[src/rtl/frame_packetizer.sv]
// TX framer: prepends preamble/sync/mode/length/CRC-8 header to a payload symbol
// stream, pads or drains on length mismatch, then holds an idle gap between frames.
module frame_packetizer #(
  parameter int          BYTES     = 1,
  parameter int          PRE_LEN   = 256,
  parameter int          SYNC_LEN  = 32,
  parameter logic [31:0] SYNC_WORD = 32'h1ACFFC1D,
  parameter int          LEN_W     = 16,
  parameter int          GAP_LEN   = 4,
  localparam int         BITS      = 8*BYTES
) (
  input  logic             clk,
  input  logic             rst_n,
  input  logic             en,
  input  logic [LEN_W-1:0] payload_length,
  input  logic [BITS-1:0]  I_tdata,
  input  logic             I_tvalid,
  output logic             I_tready,
  input  logic             I_tlast,
  input  logic             I_tuser,
  output logic [BITS-1:0]  O_tdata,
  output logic             O_tvalid,
  input  logic             O_tready,
  output logic             O_tlast,
  output logic             O_tuser,
  output logic             hdr_vld,
  output logic             pld_vld,
  output logic             busy,
  output logic             pkt_sent,
  output logic             err_short,
  output logic             err_long
);

  localparam int M_OFF = PRE_LEN + SYNC_LEN;
  localparam int L_OFF = M_OFF + 8;
  localparam int C_OFF = L_OFF + 16;
  localparam int HLEN  = C_OFF + 8;
  localparam int HW    = $clog2(HLEN);
  localparam int GW    = (GAP_LEN > 1) ? $clog2(GAP_LEN) : 1;

  typedef enum logic [2:0] {S_IDLE, S_BYPASS, S_HDR, S_PLD, S_PAD, S_DRAIN, S_GAP} state_t;

  state_t           state;
  logic [HW-1:0]    hcnt;
  logic [LEN_W-1:0] cnt;
  logic [LEN_W-1:0] nsym;
  logic [15:0]      len16;
  logic [7:0]       crc_q;
  logic             is_bpsk;
  logic [GW-1:0]    gap_cnt;
  logic             gap_on;
  logic             hbit;
  int               hi;

  wire adv      = !O_tvalid || O_tready;
  wire in_acc   = I_tvalid && I_tready;
  wire pld_last = (cnt == nsym - LEN_W'(1));
  wire hdr_last = (hcnt == HW'(HLEN - 1));

  function automatic logic [7:0] crc8(input logic [15:0] d);
    logic [7:0] c;
    c = 8'h00;
    for (int k = 15; k >= 0; k--)
      c = {c[6:0], 1'b0} ^ ((c[7] ^ d[k]) ? 8'h07 : 8'h00);
    return c;
  endfunction

  always_comb begin
    hi   = int'(hcnt);
    hbit = 1'b0;
    if (hi < PRE_LEN)    hbit = hcnt[0];
    else if (hi < M_OFF) hbit = SYNC_WORD[5'(31 - (hi - PRE_LEN))];
    else if (hi < L_OFF) hbit = hcnt[0] ^ is_bpsk;
    else if (hi < C_OFF) hbit = len16[4'(15 - (hi - L_OFF))];
    else                 hbit = crc_q[3'(7 - (hi - C_OFF))];
  end

  always_comb begin
    I_tready = 1'b0;
    case (state)
      S_BYPASS, S_PLD: I_tready = adv;
      S_DRAIN:         I_tready = 1'b1;
      default:         I_tready = 1'b0;
    endcase
  end

  assign busy = (state != S_IDLE);

  always_ff @(posedge clk) begin
    if (!rst_n) begin
      state     <= S_IDLE;
      hcnt      <= '0;
      cnt       <= '0;
      nsym      <= '0;
      len16     <= '0;
      crc_q     <= '0;
      is_bpsk   <= 1'b0;
      gap_cnt   <= '0;
      gap_on    <= 1'b0;
      O_tdata   <= '0;
      O_tvalid  <= 1'b0;
      O_tlast   <= 1'b0;
      O_tuser   <= 1'b1;
      hdr_vld   <= 1'b0;
      pld_vld   <= 1'b0;
      pkt_sent  <= 1'b0;
      err_short <= 1'b0;
      err_long  <= 1'b0;
    end else begin
      pkt_sent  <= 1'b0;
      err_short <= 1'b0;
      err_long  <= 1'b0;
      // output slot empties on acceptance unless a state below reloads it
      if (adv) begin
        O_tvalid <= 1'b0;
        O_tlast  <= 1'b0;
        hdr_vld  <= 1'b0;
        pld_vld  <= 1'b0;
      end
      case (state)
        S_IDLE: begin
          hcnt   <= '0;
          cnt    <= '0;
          gap_on <= 1'b0;
          if (!en) state <= S_BYPASS;
          else if (I_tvalid) begin
            is_bpsk <= I_tuser;
            nsym    <= I_tuser ? payload_length
                               : (payload_length >> 1) + LEN_W'(payload_length[0]);
            len16   <= 16'(payload_length);
            crc_q   <= crc8(16'(payload_length));
            state   <= S_HDR;
          end
        end
        S_BYPASS: if (in_acc) begin
          O_tvalid <= 1'b1;
          O_tdata  <= I_tdata;
          O_tuser  <= I_tuser;
          O_tlast  <= I_tlast;
          if (I_tlast) state <= S_IDLE;
        end
        S_HDR: if (adv) begin
          O_tvalid <= 1'b1;
          O_tdata  <= {BITS{hbit}};
          O_tuser  <= 1'b1;
          hdr_vld  <= 1'b1;
          O_tlast  <= hdr_last && (nsym == '0);
          hcnt     <= hcnt + HW'(1);
          if (hdr_last) state <= (nsym != '0) ? S_PLD : S_GAP;
        end
        S_PLD: if (in_acc) begin
          O_tvalid <= 1'b1;
          O_tdata  <= I_tdata;
          O_tuser  <= is_bpsk;
          pld_vld  <= 1'b1;
          O_tlast  <= pld_last;
          cnt      <= cnt + LEN_W'(1);
          if (pld_last) state <= I_tlast ? S_GAP : S_DRAIN;
          else if (I_tlast) begin
            err_short <= 1'b1;
            state     <= S_PAD;
          end
        end
        S_PAD: if (adv) begin
          O_tvalid <= 1'b1;
          O_tdata  <= '0;
          O_tuser  <= is_bpsk;
          pld_vld  <= 1'b1;
          O_tlast  <= pld_last;
          cnt      <= cnt + LEN_W'(1);
          if (pld_last) state <= S_GAP;
        end
        S_DRAIN: if (I_tvalid && I_tlast) begin
          err_long <= 1'b1;
          state    <= S_GAP;
        end
        S_GAP: begin
          // idle count starts only once the tlast beat has left the output slot
          if (!gap_on) begin
            if (adv) begin
              gap_on   <= 1'b1;
              pkt_sent <= 1'b1;
              gap_cnt  <= '0;
            end
          end else if (gap_cnt == GW'(GAP_LEN - 1)) begin
            gap_on <= 1'b0;
            state  <= S_IDLE;
          end else begin
            gap_cnt <= gap_cnt + GW'(1);
          end
        end
        default: state <= S_IDLE;
      endcase
    end
  end

endmodule

[config.mk]
export PLATFORM = sky130hd
export DESIGN_NAME = frame_packetizer
export DESIGN_NICKNAME = d
export VERILOG_FILES = /design/src/rtl/frame_packetizer.sv
export SDC_FILE = /design/constraint.sdc
export NUM_CORES = 1
export LEC_CHECK = 0
export CAP_MARGIN = 20
export CORE_MARGIN = 2
export CORE_UTILIZATION = 40
export DETAILED_ROUTE_END_ITERATION = 12
export PLACE_DENSITY = 0.56
export SETUP_SLACK_MARGIN = 0.1
export SYNTH_ARGS = -nofsm -noshare
export SYNTH_HDL_FRONTEND = slang
export SYNTH_SLANG_ARGS = --single-unit
[constraint.sdc]
create_clock -name clk -period 3.8 [get_ports clk]
set_input_delay 0.76 -clock clk [delete_from_list [all_inputs] [get_ports clk]]
set_output_delay 0.76 -clock clk [all_outputs]
set_load 0.01 [all_outputs]
---- Yosys cells after proc, flatten, opt, wreduce, memory -nomap -nowiden ----
Memory sizes are Yosys's and may differ from the RTL's.
Cells that the tools add are included.
storage, ports and cells
  register bits after elaboration ......... 88
  bits in latches ......................... 0
  memory bits (writable) .................. 0
  ROM bits ................................ 32
  bits of input ports ..................... 31
  output and inout port bits .............. 18
  word-level logic and storage cells ...... 209
  memories ................................ 1
cells by class
  $add $sub $neg .......................... 11
  multiply operators ...................... 0
  divide/modulo/power cells ............... 0
  magnitude comparators ................... 7
  equal/unequal tests ..................... 23
  shift-type cells ........................ 0
  muxes and demuxes ....................... 87
  bitwise gates (word level) .............. 35
  reduce and logical (&&, ||, !) cells .... 27
memory list
  memory           words  bits a word  rd ports  clocked after Yosys merged registers in  wr ports  RTL line  text
  (no name shown)  32     1            1         0                                        0         72        else if (hi < M_OFF) hbit = SYNC_WORD[5'(31 - (hi - PRE_LEN))];
operator list
  kind                     count
  $mux W3                  31
  $xor A8 B3 Y8            11
  $mux W16                 3
  $pmux W16 S3             1
  $lt A9 B9 Y1 const B     4
  $mux W1                  33
  $mux W8                  3
  $pmux W8 S3              1
  $ne A2 B2 Y1 const B     11
  $pmux W3 S7              1
  $pmux W9 S2              1
  $add A15 B1 Y16          1
  $add A16 B1 Y16 const B  1
  $eq A16 B16 Y1           1
  $logic_not A16 Y1        1
  $reduce_bool A16 Y1      1
  $sub A16 B1 Y16 const B  1
  $reduce_and A12 Y1       1
  $xor A1 B1 Y1            11
  $add A9 B1 Y9 const B    1
  $eq A3 B3 Y1 const B     3
  $eq A9 B9 Y1 const B     1
  $mux W9                  1
  $reduce_and A3 Y1        3
  39 further kinds         63

---- Longest topological paths before layout ----
Gate-level depths: netlist of run 1.
  depth after elaboration ................. 37
  gate-level depth with buffers ........... 10
  mapped depth without buffers ............ 9

---- Worst setup path before layout of run 1 ----
No wires, ideal clock.
  kind .................................... reg2reg
  start point ............................. register nsym[0]
  end point ............................... register O_tlast
  setup time .............................. 0.074 ns
  data arrival time ....................... 2.389 ns
  required time ........................... 3.726 ns
  setup slack ............................. 1.336 ns
  cell stages (with the launch flop) ...... 11
  path buffers ............................ 1
  clock period less this slack ............ 2.464 ns
  cell sequence ........................... dfxtp_1 -> inv_1 -> ha_1 -> or3b_1 -> buf_2 -> nor4_4 -> nand2_1 -> nor4_1 -> o21ai_1 -> or3_1 -> a31oi_1
on the way
  word-level cells in the longest chain between the ends .. 4
  elaborated cells between the ends (all ways) .. 8
  those cells by class .................... add/sub (1); eq/ne (1); mux (4); reduce/logical (2)
ends and longest elaborated chain
  element                                                       RTL line       text
  start: declaration                                            46             logic [LEN_W-1:0] nsym;
  start signal: assignment                                      128            nsym <= I_tuser ? payload_length
  $sub A16 B1 Y16 / $logic_not A16 Y1 (equally long branches)   57, 147
  $eq A16 B16 Y1 / $logic_and A1 B1 Y1 (equally long branches)  57, 147
  $mux W1, on equally long branches                             164, 142, 151
  $pmux W1 S4 (*)                                               120            case (state)
  end signal: assignment                                        139            O_tlast <= I_tlast;
  end signal: assignment                                        156            O_tlast <= pld_last;
  end signal: assignment                                        169            O_tlast <= pld_last;
  end: declaration                                              24             output logic O_tlast,
Mark *: on every way between the ends. The rest lies on a longest branch, timed or not.
A chain may end at the register's enable or synchronous reset.

---- Final worst setup path of run 1 ----
  start point ............................. input O_tready
  end point ............................... output I_tready
on the way
  word-level cells in the longest chain between the ends .. 2
ends and longest elaborated chain
  element             RTL line  text
  start: declaration  23        input logic O_tready,
  $logic_or A1 B1 Y1  55        wire adv = !O_tvalid || O_tready;
  $pmux W1 S2         80        case (state)
  end: declaration    18        output logic I_tready,
No other way between the ends.

==> results of run 1 <==
[power groups by stage]
| stage | clock, W | sequential (W) | combinational [W] |
|---|---|---|---|
| 2_1_floorplan | 0 | 0.00117 | 0.000950 |
| 3_3_place_gp | 0 | 0.00122 | 0.00129 |
| 3_5_place_dp | 0 | 0.00122 | 0.00130 |
| 4_1_cts | 0.000919 | 0.00120 | 0.00131 |
| 5_1_grt | 0.000964 | 0.00122 | 0.00145 |
| 6_report | 0.000895 | 0.00120 | 0.00130 |
[final cells by class]
class / instances / area, um^2 / share of cell area, %
flip-flops and latches: 88 / 1762 / 28.30
multi-input cells: 522 / 3329 / 53.48
repair buffers: 58 / 555.5 / 8.923
clock buffers: 11 / 242.7 / 3.899
well taps: 176 / 220.2 / 3.537
clock inverters: 5 / 56.30 / 0.9043
inverters: 16 / 60.06 / 0.9646
[how the worst max path moves through the flow]
stage | start | slack, ps | endpoint
after floorplan | nsym[0] | 1340 | O_tlast
after global placement | O_tready | 770 | I_tready
after detailed placement | O_tready | 720 | I_tready
after CTS | O_tready | 710 | I_tready
after global routing | hcnt[0] | 570 | O_tdata[4]
final | O_tready | 720 | I_tready
[flip-flops by register name, summed over array words and instances, names as in the netlist, 2 cells and up, named ones only]
register and count:
state 3, len16 16, nsym 16, hcnt 9
gap_cnt 2, O_tdata 8, crc_q 8, cnt 16
[layout by cell type (no fill, tap or decap), types with 12 or more instances in the layout]
master | Yosys | final
nand3_1 | 16 | 16
a21oi_1 | 52 | 52
dfxtp_1 | 88 | 88
xnor2_1 | 46 | 46
clkdlybuf4s50_1 | 0 | 48
o21ai_0 | 23 | 23
nor3_1 | 12 | 12
inv_1 | 16 | 16
and2_1 | 14 | 14
nor2_1 | 68 | 68
nand2_1 | 101 | 101
xor2_1 | 25 | 25
[worst reg2reg max path: stages, from the launching register on]
cell	delay, ps
dfxtp_1	760
ha_1	380
nor2_1	60
nor3_1	140
a2111oi_0	100
o311ai_0	370
nor2_1	120
o41ai_2	640
o221a_2	330
[layer usage]
layer  vias to the layer above  global-route usage [%]  routed length (um)  share of wire (%)
met2                        91                   31.46                6243                 46
met1                      2238                   27.32                6623                 49
li1                       2412                       -                   -                  -
met5                         -                       0                   0                  0
met3                         8                   3.897                 522                3.9
met4                         0                   4.632                 111               0.82
[metrics by stage]
| stage | cell area [um^2] | hold WS [ps] | cells | setup slack (ps) |
|---|---|---|---|---|
| after floorplan | 5360 | 428.7 | 677 | 1336 |
| after CTS | 6226 | 451.7 | 876 | 710.2 |
| after detailed placement | 5927 | 442.7 | 860 | 715.0 |
| after global placement | 5927 | 440.2 | 860 | 769.8 |
| after global routing | 6226 | 467.5 | 876 | 568.7 |
| final | 6226 | 448.9 | 876 | 719.7 |
[cells by family after synthesis]
group | synth area share (%)
multiplexers | 4.318
XOR/XNOR | 11.60
AND/OR/NAND/NOR | 25.47
adder cells (fa/ha/maj) | 2.568
AO/OA/AOI/OAI | 18.16
flip-flops | 32.87
buffers and inverters | 5.019
==> results.py, run 1 <==
metrics = {
    "layout": {
        "final_nets": 737,
        "diodes": 0,
        "area_growth_syn_to_layout_pct": 16.15,
        "drive_above_1_share_pct": 7.571,
        "post-route-util_pct": 47.20,
        "fillCellCount": 1324,
    },
    "critical_path": {
        "cp.depth": 6,
        "crit_family": "buffers and inverters",
        "r2r_end": "O_tdata[1]",
        "critical_path.max_fanout": 10,
        "cp_num_buf_inv": 3,
        "rr_startpoint": "hcnt[0]",
        "crit_path_max_incr_delay_ps": 540,
        "arrival_ps": 2320,
        "reg2reg_slack_ps": 840,
        "critPathMostFrequentCell": "clkdlybuf4s50_1",
        "crit_type": "primary input to primary output",
        "cp_cell_sequence": "clkdlybuf4s50_1, nor2b_1, buf_4, o21ai_0, and2_1, clkdlybuf4s50_1",
        "cp.required_ps": 3040,
        "cpMaxStageDelayCell": "clkdlybuf4s50_1",
        "endpoint_kind": "primary output",
        "startpoint_type": "primary input",
        "ff2ff_path_depth": 8,
    },
    "clock_network": {
        "htree_levels": 3,
        "cts_setup_buffers": 0,
        "cts_buffers": 9,
        "cts.path.max_buffers": 2,
        "cts-root-buf": "clkbuf_16",
        "worstSkewPairLatency_ps": 340,
        "cts_sinks": 88,
        "hold_buffers": 0,
        "cts-resized-gates": 0,
        "path_clk_slew_ps": 60,
        "cts_tree": "done",
    },
    "sta": {
        "max_freq_mhz": 324.6,
        "fin_crit_sh_pct": 81.06,
        "grt_setup_unrepaired": "false",
        "slew_headroom_pct": 47.59,
        "finalHoldViolCount": 0,
        "clock-skew-final_ps": 6.400,
        "setup-violations-final": 0,
        "worst_pin_slew_ps": 777.7,
        "fin_setup_tns_ps": 0,
        "layout_min_cycle_time_ps": 3080,
        "final-max-slew-violation-count": 0,
    },
    "hold_path": {
        "hold_path_class": "register to register",
        "min_from": "crc_q[2]",
        "min_path_cells": 2,
        "min_to": "crc_q[2]",
    },
    "power_and_ir_drop": {
        "swShare_pct": 35.60,
        "share_seq_of_total_power_pct": 35.4,
        "intPower_w": 0.002188,
        "leakage_nw": 2.176,
        "power.total_w": 0.003398,
        "p_comb_share_pct": 38.3,
        "pwr-share-clk_pct": 26.3,
        "ir_drop_v": 0.0002065,
        "power.density_mw_per_mm2": 545.8,
        "p_sw_w": 0.001210,
    },
    "die": {
        "die_h_um": 119.8,
        "chipWidth_um": 119.8,
        "core-area_mm2": 0.01319,
        "num_rows": 42,
        "die-area_mm2": 0.01434,
        "pin_count": 49,
        "start_util_pct": 40.64,
    },
    "synth": {
        "syn_area_mm2": 0.005360,
        "synthFlopType": "dfxtp_1",
        "yosysMostFrequentCell": "nand2_1",
        "yosysUniqueCellTypes": 72,
        "syn_nets": 719,
        "synth-edff-count": 0,
        "synthArstFlopShare_pct": 0,
        "ys_warn_count": 0,
        "synth-seq-area-share_pct": 32.87,
        "synthTopCellsByCount": "nand2_1 (101), dfxtp_1 (88), nor2_1 (68), a21oi_1 (52), xnor2_1 (46)",
        "synth_top_area_cell": "dfxtp_1",
        "synth_top_area_share_pct": 32.87,
        "avgSynthCellArea_um2": 7.917,
        "ys_seq_elements": 88,
        "synthTopCellsByArea": "dfxtp_1 (33%), xnor2_1 (7.5%), nand2_1 (7.1%)",
        "syn_inst": 677,
    },
    "detailed_routing": {
        "firstDrtPassIters": 5,
        "vias": 4749,
        "ant_nets": 0,
        "drt_iter0_markers": 251,
        "wl_mm": 13.50,
        "drc": 0,
        "routedWlPerCell_um": 15.41,
        "viasPerCell": 5.421,
    },
    "placed_design": {
        "dp_hpwl_mm": 9.826,
        "gp_congestion": 0.8728,
        "io_buffers": 48,
    },
    "global_route": {
        "gr-total-overflow": 0,
        "track_usage_pct": 19.65,
        "grt_pass1_wl_mm": 22.68,
        "grt_max_degree": 42,
        "grt_pass1_vias": 4460,
        "antenna_found_initial": 0,
    },
    "flow_run": {
        "cap_violations": 0,
    },
    "run_status": {
        "status": "finished, final reports clean",
    },
}
Note: power is estimated with default switching activity, not from simulation.
==> run 2, diff against run 1 <==
Settings changed: PLACE_DENSITY 0.56 to 0.58.
Clock period 3.8 ns to 2.7 ns, I/O delays scaled along.
==> results.py, run 2 (synthesis gave the netlist of run 1 again) <==
metrics = {
    "hold_path": {
        "hold_path_class": "register to register",
        "min_path_cells": 2,
        "min_from": "crc_q[2]",
        "min_to": "crc_q[2]",
    },
    "sta": {
        "worst_pin_slew_ps": 764.4,
        "grt_setup_unrepaired": "true",
        "slew_headroom_pct": 48.91,
        "finalHoldViolCount": 0,
        "fin_setup_tns_ps": 0,
        "layout_min_cycle_time_ps": 2486,
        "max_freq_mhz": 402.3,
        "fin_crit_sh_pct": 92.07,
        "final-max-slew-violation-count": 0,
        "hold_ws_ps": 454.2,
        "clock-skew-final_ps": 9.265,
        "worst_slack_ps": 214.0,
        "setup-violations-final": 0,
    },
    "clock_network": {
        "cts_sinks": 88,
        "cts-root-buf": "clkbuf_16",
        "hold_buffers": 0,
        "cts_buffers": 9,
        "path_clk_slew_ps": 70,
        "htree_levels": 3,
        "cts.path.max_buffers": 2,
        "cts_tree": "done",
        "worstSkewPairLatency_ps": 340,
    },
    "die": {
        "num_rows": 42,
        "core-area_mm2": 0.01319,
        "die_h_um": 119.8,
        "chipWidth_um": 119.8,
        "pin_count": 49,
        "start_util_pct": 40.64,
        "die-area_mm2": 0.01434,
    },
    "critical_path": {
        "cpMaxStageDelayCell": "or3_1",
        "startpoint": "nsym[5]",
        "rr_startpoint": "nsym[5]",
        "startpoint_type": "register",
        "cp_num_buf_inv": 0,
        "arrival_ps": 2740,
        "endpoint_kind": "register",
        "cp_cell_sequence": "or3_1, nor3_2, a211oi_1, o31ai_2, o21ai_2, or2_1, a211oi_1",
        "critPathMostFrequentCell": "a211oi_1",
        "crit_path_max_incr_delay_ps": 530,
        "cp.required_ps": 2950,
        "r2r_end": "state[0]",
        "crit_type": "register to register",
        "critical_path.max_fanout": 6,
        "crit_family": "simple AND/OR/NAND/NOR gates",
        "reg2reg_slack_ps": 210,
        "ff2ff_path_depth": 7,
    },
    "power_and_ir_drop": {
        "leakage_nw": 2.382,
        "intPower_w": 0.003156,
        "share_seq_of_total_power_pct": 33.2,
        "power.density_mw_per_mm2": 749.2,
        "p_sw_w": 0.001800,
        "swShare_pct": 36.32,
        "pwr-share-clk_pct": 23.9,
        "ir_drop_v": 0.0003801,
        "p_comb_share_pct": 42.9,
    },
    "detailed_routing": {
        "viasPerCell": 5.437,
        "routedWlPerCell_um": 15.39,
        "ant_nets": 0,
        "drc": 0,
        "drt_iter0_markers": 339,
        "vias": 4980,
        "wl_mm": 14.09,
        "firstDrtPassIters": 4,
    },
    "layout": {
        "diodes": 0,
        "fillCellCount": 1304,
        "final_nets": 777,
        "reg_top3": "cnt: 16 flops, len16: 16 flops, nsym: 16 flops",
        "drive_above_1_share_pct": 14.86,
        "layout.cells.most_common": "nand2_1",
        "post-route-util_pct": 50.15,
        "area_growth_syn_to_layout_pct": 23.41,
        "layout_common_cells": "nand2_1 (101), dfxtp_1 (84), nor2_1 (68), a21oi_1 (52)",
        "instances_no_fill": 916,
    },
    "global_route": {
        "track_usage_pct": 20.78,
        "gr-total-overflow": 0,
        "grt_pass1_wl_mm": 23.87,
        "antenna_found_initial": 0,
        "grt_max_degree": 42,
        "grt_pass1_vias": 4716,
    },
    "flow_run": {
        "cap_violations": 0,
    },
    "placed_design": {
        "io_buffers": 48,
        "pre_cts_ws_ps": 49.17,
        "place.detailed.instances": 897,
        "dp_hpwl_mm": 10.76,
        "gp_congestion": 0.9477,
    },
    "run_status": {
        "status": "finished, final reports clean",
    },
}
[run 2: cell count changes in the layout (fill, tap and decap cells not counted), sizes merged]
cell	delta
buf	+40
clkinvlp	+1
bufinv	-1
inv	+1
clkbuf	-1
[run 2: stage by stage]
stage	power, W	cell area [um^2]
after global placement	0.003649	6230
after detailed placement	0.003698	6230
after CTS	0.004908	6525
final	0.004956	6615
after floorplan	0.002982	5360
after global routing	0.005290	6615
[run 2: cell type report]
type / instances / area, um^2 / share of cell area [%]
sequential: 88 / 1774 / 26.82
clock buffer: 10 / 239.0 / 3.613
clock inverter: 6 / 42.54 / 0.6431
inverter: 16 / 62.56 / 0.9457
tap: 176 / 220.2 / 3.329
multi-input combinational: 522 / 3396 / 51.33
timing repair buffer: 98 / 880.8 / 13.32
[run 2: tightest hold or removal path, stage by stage, from the launching register on]
cell and delay (ps):
dfxtp_1 310, nand2_1 50, a21oi_1 50
[run 2: how the worst max path moves through the flow]
stage | cells past startpoint | to | slack, ps
2_1_floorplan | 10 | O_tlast | 240
3_3_place_gp | 8 | crc_q[0] | 110
3_5_place_dp | 9 | O_tdata[3] | 50
4_1_cts | 7 | err_short | 120
5_1_grt | 9 | O_tlast | 60
6_report | 7 | state[0] | 210
[run 2: layer usage]
| layer | vias up | GRT usage [%] | share of wire [%] |
|---|---|---|---|
| li1 | 2506 | - | - |
| met1 | 2334 | 28.50 | 48 |
| met2 | 116 | 32.32 | 46 |
| met3 | 24 | 3.327 | 3.9 |
| met4 | 0 | 9.044 | 2.4 |
| met5 | - | 0 | 0 |
[run 2: what timing repair did]
item / 4_1_cts / 5_1_grt
pin swaps: 0 / 9
buffers inserted: 0 / 3
setup endpoints to repair: 10 / 13
endpoints found under the hold margin: 0 / 0
gates resized for setup: 2 / 20
[run 2: power groups by stage]
stage / Clock [W] / Combinational, W / Sequential (W)
2_1_floorplan: 0 / 0.00134 / 0.00165
5_1_grt: 0.00128 / 0.00233 / 0.00168
6_report: 0.00118 / 0.00213 / 0.00165
3_5_place_dp: 0 / 0.00203 / 0.00167
4_1_cts: 0.00121 / 0.00206 / 0.00164
3_3_place_gp: 0 / 0.00199 / 0.00166
==> run 3, diff against run 2 <==
Settings changed: GPL_ROUTABILITY_DRIVEN set to 0.
==> results.py, run 3 (synthesis gave the netlist of run 1 again) <==
metrics = {
    "layout": {
        "area_growth_syn_to_layout_pct": 23.51,
        "final_nets": 776,
        "diodes": 0,
        "reg_top3": "cnt: 16 flops, len16: 16 flops, nsym: 16 flops",
        "layout_common_cells": "nand2_1 (101), dfxtp_1 (85), nor2_1 (67), a21oi_1 (52)",
        "drive_above_1_share_pct": 14.75,
        "instances_no_fill": 915,
        "seq_area_mm2": 0.001768,
        "fillCellCount": 1295,
        "layout.cells.most_common": "nand2_1",
        "multi_input_area_mm2": 0.003420,
        "final_cell_area_mm2": 0.006620,
    },
    "clock_network": {
        "cts.path.max_buffers": 2,
        "path_clk_slew_ps": 60,
        "cts_sinks": 88,
        "cts_tree": "done",
        "htree_levels": 3,
        "worstSkewPairLatency_ps": 340,
        "cts_buffers": 9,
        "cts-root-buf": "clkbuf_16",
    },
    "critical_path": {
        "cp.required_ps": 2950,
        "reg2reg_slack_ps": 210,
        "rr_startpoint": "nsym[0]",
        "crit_type": "register to register",
        "endpoint_kind": "register",
        "startpoint_type": "register",
        "ff2ff_path_depth": 9,
        "critical_path.max_fanout": 6,
        "arrival_ps": 2740,
        "r2r_end": "state[0]",
    },
    "die": {
        "num_rows": 42,
        "die-area_mm2": 0.01434,
        "die_h_um": 119.8,
        "chipWidth_um": 119.8,
        "pin_count": 49,
        "start_util_pct": 40.64,
        "core-area_mm2": 0.01319,
    },
    "global_route": {
        "antenna_found_initial": 0,
        "grt_pass1_vias": 4785,
        "grt_pass1_wl_mm": 23.56,
        "gr-total-overflow": 0,
        "track_usage_pct": 20.11,
        "grt_max_degree": 42,
    },
    "detailed_routing": {
        "drt_iter0_markers": 393,
        "ant_nets": 0,
        "routedWlPerCell_um": 15.21,
        "firstDrtPassIters": 5,
        "drc": 0,
        "viasPerCell": 5.474,
        "wl_mm": 13.92,
        "vias": 5009,
    },
    "sta": {
        "worst_pin_slew_ps": 745.7,
        "fin_setup_tns_ps": 0,
        "fin_crit_sh_pct": 92.14,
        "slew_headroom_pct": 50.17,
        "layout_min_cycle_time_ps": 2488,
        "max_freq_mhz": 402.0,
        "finalHoldViolCount": 0,
        "final-max-slew-violation-count": 0,
        "setup-violations-final": 0,
        "clock-skew-final_ps": 8.482,
        "grt_setup_unrepaired": "false",
    },
    "power_and_ir_drop": {
        "ir_drop_v": 0.0003291,
        "power.density_mw_per_mm2": 745.6,
        "leakage_nw": 2.394,
    },
    "placed_design": {
        "io_buffers": 48,
        "place_area_mm2": 0.006230,
        "dp_hpwl_mm": 10.50,
        "place.detailed.instances": 897,
    },
    "hold_path": {
        "min_to": "len16[1]",
        "hold_path_class": "register to register",
        "min_from": "len16[1]",
        "min_path_cells": 2,
    },
    "run_status": {
        "status": "finished, final reports clean",
    },
    "flow_run": {
        "cap_violations": 0,
    },
}
-- run 3: cell count changes in the layout (fill, tap and decap cells not counted), sizes merged --
cell           delta
clkbuf            +2
dlymetal6s2s      +1
inv               -1
buf               -1
clkinvlp          -1
clkdlybuf4s50     -1
-- run 3: report_power, final --
group          internal [W]  total (W)  switching [W]
Combinational       0.00102    0.00212        0.00109
Sequential          0.00148    0.00165       0.000166
Clock              0.000651    0.00117       0.000519
-- run 3: area by class of cell --
class | instances | area share, %
Clock buffer | 12 | 3.723
Inverter | 16 | 0.9072
Multi-Input combinational cell | 522 | 51.65
Clock inverter | 4 | 0.4536
Tap cell | 176 | 3.326
Timing Repair Buffer | 97 | 13.23
Sequential cell | 88 | 26.71
-- run 3: routing by layer --
layer  vias to the layer above  part of all wire [%]  track usage, %
li1                       2505                     -               -
met1                      2358                    47           27.53
met2                       132                    47           33.00
met3                        14                   4.6           2.471
met4                         0                   1.3           6.471
met5                         -                     0               0
-- run 3: how the worst max path moves through the flow --
stage / from / to / slack [ps] / depth (start not counted)
2_1_floorplan: nsym[0] / O_tlast / 240 / 10
3_3_place_gp: nsym[1] / err_short / 120 / 9
3_5_place_dp: payload_length[13] / crc_q[0] / 70 / 8
4_1_cts: nsym[7] / state[0] / 100 / 7
5_1_grt: nsym[0] / state[0] / 60 / 9
6_report: nsym[0] / state[0] / 210 / 9
-- run 3: worst max-delay path, stage by stage (launching register included) --
cell      delay [ps]
dfxtp_2          330
inv_1             90
ha_4             130
or3b_4           430
nor4_1           390
a211oi_2         130
a211oi_2         270
o21ai_2          120
or2_4            290
a211oi_1         220
-- run 3: per-stage QoR --
stage	hold WS, ps	utilization, %	setup slack (ps)	total power [W]
floorplan	428.7	-	236.4	0.002982
global placement	444.3	47.23	119.5	0.003643
detailed placement	448.1	47.23	67.91	0.003681
CTS	455.4	49.44	101.6	0.004878
global route	477.2	50.19	63.50	0.005253
finish	454.1	50.19	212.3	0.004936
-- run 3: repair_timing --
item	in CTS	in global routing
pin swaps	0	9
gates resized for setup	2	21
buffers inserted	0	2
hold buffers	0	0
endpoints found under the setup margin	9	14
